--- src/rtl/multiply_add.sv ---
// Sequential unsigned shift-add multiplier-accumulator: p = a*b + c.
// One radix-2 iteration per clock, fixed latency of WIDTH RUN cycles plus one DONE cycle.
// Inverse of the restoring divider: quotient*divisor + remainder rebuilds the dividend.
//
// Ports:
//   clock  - rising-edge clock
//   reset  - synchronous, active-high reset
//   start  - request; accepted only in IDLE or in the DONE cycle
//   a      - multiplicand (latched at start)
//   b      - multiplier (latched at start)
//   c      - addend, zero-extended (latched at start)
//   p      - result a*b+c, updated only on entry to DONE
//   busy   - high while iterating
//   done   - one-cycle pulse when p becomes valid
module multiply_add #(
  parameter int unsigned WIDTH = 32
) (
  input  logic               clock,
  input  logic               reset,
  input  logic               start,
  input  logic [WIDTH-1:0]   a,
  input  logic [WIDTH-1:0]   b,
  input  logic [WIDTH-1:0]   c,
  output logic [2*WIDTH-1:0] p,
  output logic               busy,
  output logic               done
);

  // Wide enough to hold WIDTH itself.
  localparam int unsigned CountW = $clog2(WIDTH) + 1;

  typedef enum logic [1:0] {
    StIdle,
    StRun,
    StDone
  } state_e;

  state_e              state_q, state_d;
  logic [2*WIDTH-1:0]  acc_q, acc_d;
  logic [2*WIDTH-1:0]  mcand_q, mcand_d;
  logic [WIDTH-1:0]    mplier_q, mplier_d;
  logic [CountW-1:0]   count_q, count_d;
  logic [2*WIDTH-1:0]  p_q, p_d;
  logic [2*WIDTH-1:0]  acc_sum;

  // Max result is 2^(2W) - 2^W, so the carry out of this adder is always zero.
  assign acc_sum = acc_q + (mplier_q[0] ? mcand_q : '0);

  always_comb begin
    state_d  = state_q;
    acc_d    = acc_q;
    mcand_d  = mcand_q;
    mplier_d = mplier_q;
    count_d  = count_q;
    p_d      = p_q;

    unique case (state_q)
      StIdle, StDone: begin
        if (start) begin
          acc_d    = {{WIDTH{1'b0}}, c};
          mcand_d  = {{WIDTH{1'b0}}, a};
          mplier_d = b;
          count_d  = '0;
          state_d  = StRun;
        end else begin
          state_d  = StIdle;
        end
      end
      StRun: begin
        acc_d    = acc_sum;
        mcand_d  = mcand_q << 1;
        mplier_d = mplier_q >> 1;
        count_d  = count_q + 1'b1;
        // Last iteration: publish the sum including this cycle's conditional add.
        if (count_q == CountW'(WIDTH - 1)) begin
          p_d     = acc_sum;
          state_d = StDone;
        end
      end
      default: state_d = StIdle;
    endcase
  end

  always_ff @(posedge clock) begin
    if (reset) begin
      state_q  <= StIdle;
      acc_q    <= '0;
      mcand_q  <= '0;
      mplier_q <= '0;
      count_q  <= '0;
      p_q      <= '0;
    end else begin
      state_q  <= state_d;
      acc_q    <= acc_d;
      mcand_q  <= mcand_d;
      mplier_q <= mplier_d;
      count_q  <= count_d;
      p_q      <= p_d;
    end
  end

  assign p    = p_q;
  assign busy = (state_q == StRun);
  assign done = (state_q == StDone);

endmodule

--- config.mk ---
export PLATFORM = sky130hd
export DESIGN_NAME = multiply_add
export DESIGN_NICKNAME = d
export VERILOG_FILES = /design/src/rtl/multiply_add.sv
export SDC_FILE = /design/constraint.sdc
export NUM_CORES = 1
export LEC_CHECK = 0
export ABC_AREA = 1
export BUFFER_PORTS_ARGS = -buffer_cell sky130_fd_sc_hd__buf_2
export CAP_MARGIN = 10
export CORE_ASPECT_RATIO = 0.5
export CORE_MARGIN = 3
export CORE_UTILIZATION = 29
export DETAILED_ROUTE_END_ITERATION = 8
export PLACE_DENSITY = 0.47
export SYNTH_ARGS = -nofsm -noshare
export SYNTH_HDL_FRONTEND = slang
export SYNTH_SLANG_ARGS = --single-unit
--- constraint.sdc ---
create_clock -name clock -period 2.99 [get_ports clock]
set_input_delay 0.897 -clock clock [delete_from_list [all_inputs] [get_ports clock]]
set_output_delay 0.897 -clock clock [all_outputs]
set_load 0.05 [all_outputs]
==> reports/results.md <==
| Quantity | Reported |
|:---|:---|
| Via-to-Cell Ratio | 4.49 |
| Yosys reg bits | 232 |
| Internal portion of total power | 5.36 mW |
| Die height | 169 um |
| Num CTS Buffers | 25 |
| Critical path depth | 17 |
| Nature of the critical path startpoint | register |
| Layout cell share with drive strength beyond 1 | 12.7% |
| Buffer type at the clock tree root | sky130_fd_sc_hd__clkbuf_16 |
| Number of max-slew violations in the final report | 0 |
| Total DRC errors in the routed layout | 0 |
| DR iter-0 viols | 1035 |
| Netlist cell types | 36 |
| Final Hold Vio Count | 0 |
| Mean routed wirelength per cell | 15.9 um |
| Clock-pin slew on the worst setup and hold paths | 70 ps |
| Routed WL | 55100 um |
| Net Sw Frac | 27.0% |
| Post-Route Utilization | 35.3% |
| Initial antenna violation count | 2 |
| Die area | 55900 um2 |
| Maximum number of pins on one net before global-route repair | 89 |
| Status | finished, final reports clean |
| Pin slew with the least headroom to its limit | 864 ps |
| Crit-path max FO | 20 |
| Filler cell count in the final layout | 5832 |
| RD Place Congestion | 0.899 |
| Setup Buffers After CTS | 0 |
| Number of buffers added on ports | 164 |
| Minimum clock period after layout | 2760 ps |
| Synth top cells by count | 1128 x sky130_fd_sc_hd__nand2_1, 467 x sky130_fd_sc_hd__inv_1, 232 x sky130_fd_sc_hd__dfxtp_1, 122 x sky130_fd_sc_hd__a21oi_1, 86 x sky130_fd_sc_hd__a31oi_1 |
| Horizontal extent of the die | 331 um |
| Most used cell, CP | sky130_fd_sc_hd__nand2_1 |
| Critical path class | register to register |
| Gate count after technology mapping | 2588 |
| Total Routing Usage GR | 19.2% |
| Starting Density | 29.9% |
| Worst r2r path cells | 17 |
| Period utilisation layout | 92.3% |
| Part of the total power dissipated in the clock network | 45.6% |
| Worst slew slack as a fraction of its limit | 42.4% |
| Worst min path class | register to register |
| Number of cells on the worst hold path | 2 |
| Prevailing post-synth register cell | sky130_fd_sc_hd__dfxtp_1 |
| Required time of the critical path | 3460 ps |
| Number of warnings printed during yosys synthesis | 0 |
| Clock latency on the worst-skew pair | 570 ps |
| Portion of the post-synthesis area used by sequential elements | 30.2% |
| Number of global-route vias before repair | 15100 |
| Floorplan Core Area | 51300 um2 |
| Clock tree from TritonCTS | done |
| Total clock sinks | 232 |
| Maximum buffer depth of the clock tree | 3 |
| Met2 layer usage reported by global route | 31.4% |
| Post-synth ARST share | 0% |
| I/O pin count | 165 |
| GRT overflow | 0 |
| Synthesized netlist net count | 2752 |
| Final non-filler cell area | 18100 um2 |
| Highest clock frequency the design can meet | 362 MHz |
| Placed cell area | 17200 um2 |
| Ordered list of cells on the worst path | buf_12 > nand2_1 > inv_1 > ha_1 > nand2_1 > nor2_1 > inv_1 > nor2_1 > a21oi_1 > nand2_2 > nand2_1 > nand2_1 > nand2_1 > nand2_1 > nand2_1 > nand2_1 > inv_1 |
| Buffers and inverters on the worst path | 4 |
| Worst setup EP type | register |
| Final setup viols | 0 |
| First-pass iteration count of the detailed router | 5 |
| Share of total power in sequential cells | 44.5% |
| PwrDens | 405 nW/um2 |
| Number of nets in the layout | 2913 |
| Met1 usage in global routing | 27.3% |
| Via count | 15500 |
| Fin cells | 3458 |
| Cells taking the most area after synthesis | sky130_fd_sc_hd__dfxtp_1 30%, sky130_fd_sc_hd__nand2_1 28%, sky130_fd_sc_hd__inv_1 11% |
| Top Family by Delay on Critical Path | simple AND/OR/NAND/NOR gates |
| Static leakage | 9.87 nW |
| Netlist area before placement | 15400 um2 |
| M3 GR Usage | 2.53% |
| Combinational power share | 9.9% |
| Post-synth EDFFs | 0 |
| Total Power | 7.34 mW |
| Number of standard-cell rows in the floorplan | 58 |
| Synth area leader | sky130_fd_sc_hd__dfxtp_1 |
| Growth of design area from synthesis to finish | 17.9% |
| Remaining antenna violation count | 0 |
| Stage delay of the slowest cell on the critical path | 420 ps |
| Clock Skews | 15.4 ps |
| Post-synth top area share | 30.2% |
| Library cell with the highest instance count after synthesis | sky130_fd_sc_hd__nand2_1 |
| Number of violations of the max-capacitance limit | 0 |
| Unrepaired setup endpoints after global routing | false |
| Placed wire-length estimate | 41600 um |
| Instance count after placement with tap cells included | 3411 |
| Slowest-stage cell, CP | sky130_fd_sc_hd__dfxtp_4 |
| Wire length of the first global-routing pass | 85800 um |
| Arrival time reported for the critical path endpoint | 3230 ps |
| H-tree depth reported by CTS | 1 |
| Most congested layer reported by global routing | met2 |
| P_sw | 1.98 mW |
| Sum of negative setup slack | 0 ps |
| Avg Inst Size Synth | 5.93 um2 |
| VDD IR max | 342 uV |
==> power by group through the flow <==
stage	Combinational [mW]	Sequential, mW	Clock, mW
global route	0.814	3.27	3.57
CTS	0.730	3.26	3.45
global placement	0.727	3.33	0
detailed placement	0.727	3.33	0
floorplan	0.462	3.30	0
finish	0.723	3.26	3.35
==> registers in the layout, indices dropped and copies added (netlist names) <==
signal and flops:
acc_q 64, count_q 6, mcand_q 64, mplier_q 32
p 64, state_q 2
==> cell usage in the layout (no fill, tap or decap), types with 6 or more instances in the layout <==
cell type | synthesis | final
sky130_fd_sc_hd__nand2_1 | 1128 | 1127
sky130_fd_sc_hd__inv_1 | 467 | 466
sky130_fd_sc_hd__dfxtp_1 | 232 | 231
sky130_fd_sc_hd__buf_2 | 30 | 163
sky130_fd_sc_hd__a21oi_1 | 122 | 122
sky130_fd_sc_hd__a31oi_1 | 86 | 86
sky130_fd_sc_hd__nor2_1 | 83 | 80
sky130_fd_sc_hd__nand3_1 | 73 | 73
sky130_fd_sc_hd__ha_1 | 64 | 64
sky130_fd_sc_hd__buf_4 | 1 | 52
sky130_fd_sc_hd__o21ai_0 | 40 | 40
sky130_fd_sc_hd__xor2_1 | 28 | 28
sky130_fd_sc_hd__o21bai_1 | 27 | 27
sky130_fd_sc_hd__nand2_2 | 25 | 26
sky130_fd_sc_hd__clkbuf_16 | 0 | 26
sky130_fd_sc_hd__nor2_2 | 23 | 25
sky130_fd_sc_hd__o21a_1 | 24 | 24
sky130_fd_sc_hd__inv_2 | 11 | 11
sky130_fd_sc_hd__nand3b_1 | 9 | 9
sky130_fd_sc_hd__nor3_1 | 8 | 8
sky130_fd_sc_hd__a21o_1 | 8 | 8
sky130_fd_sc_hd__buf_12 | 0 | 8
sky130_fd_sc_hd__a22o_1 | 7 | 7
sky130_fd_sc_hd__nand3_2 | 7 | 7
sky130_fd_sc_hd__nor3_2 | 7 | 7
sky130_fd_sc_hd__clkinv_2 | 0 | 6
==> path summary, 6_finish.rpt <==
check,startpoint,to,slack [ps]
worst max-delay path,mplier_q[0],p[45],230
worst min-delay path,p[4],p[4],460
worst max register to register,mplier_q[0],p[45],230
worst min register to register,p[4],p[4],460
==> cell type report <==
type | instances | area, um2 | area share, %
clock buffer | 31 | 668 | 3.69
timing repair buffer | 224 | 1390 | 7.68
clock inverter | 13 | 176 | 0.974
inverter | 479 | 1800 | 9.95
antenna | 2 | 5.00 | 0.0276
multi-input combinational | 1787 | 8550 | 47.2
sequential | 232 | 4650 | 25.7
tap | 690 | 863 | 4.77
==> stage by stage <==
| stage | hold WS [ps] | worst slack (ps) |
|---|---|---|
| after detailed placement | 456 | 227 |
| final | 462 | 230 |
| after global routing | 489 | 15.4 |
| after global placement | 453 | 206 |
| after floorplan | 440 | 495 |
| after CTS | 465 | 212 |
==> tightest hold or removal path: cells and delay by family (launching register included) <==
kind | cells | cell delay (ps)
and+or+nand+nor | 1 | 60
DFF | 1 | 310
AOI/OAI and AO/OA | 1 | 50
==> metal layers <==
layer	wire length [um]	part of all wire, %
met4	874	1.6
met5	0	0
met1	27600	50
met2	24400	44
met3	2230	4.0
==> cells by family (layout without fill, tap and decap cells) <==
group,after synthesis,count (layout),synth area share (%)
other cells,0,2,0
buf+inv,569,747,14.2
xor+xnor,30,30,1.81
fa+ha+maj,65,65,5.34
compound gates,320,320,12.4
flops,232,232,30.2
simple gates,1372,1372,36.1
==> what timing repair did <==
item	CTS	global route
hold buffers	0	0
endpoints found under the setup margin	0	7
resized for setup	0	4
(Power assumes the default switching activity.)
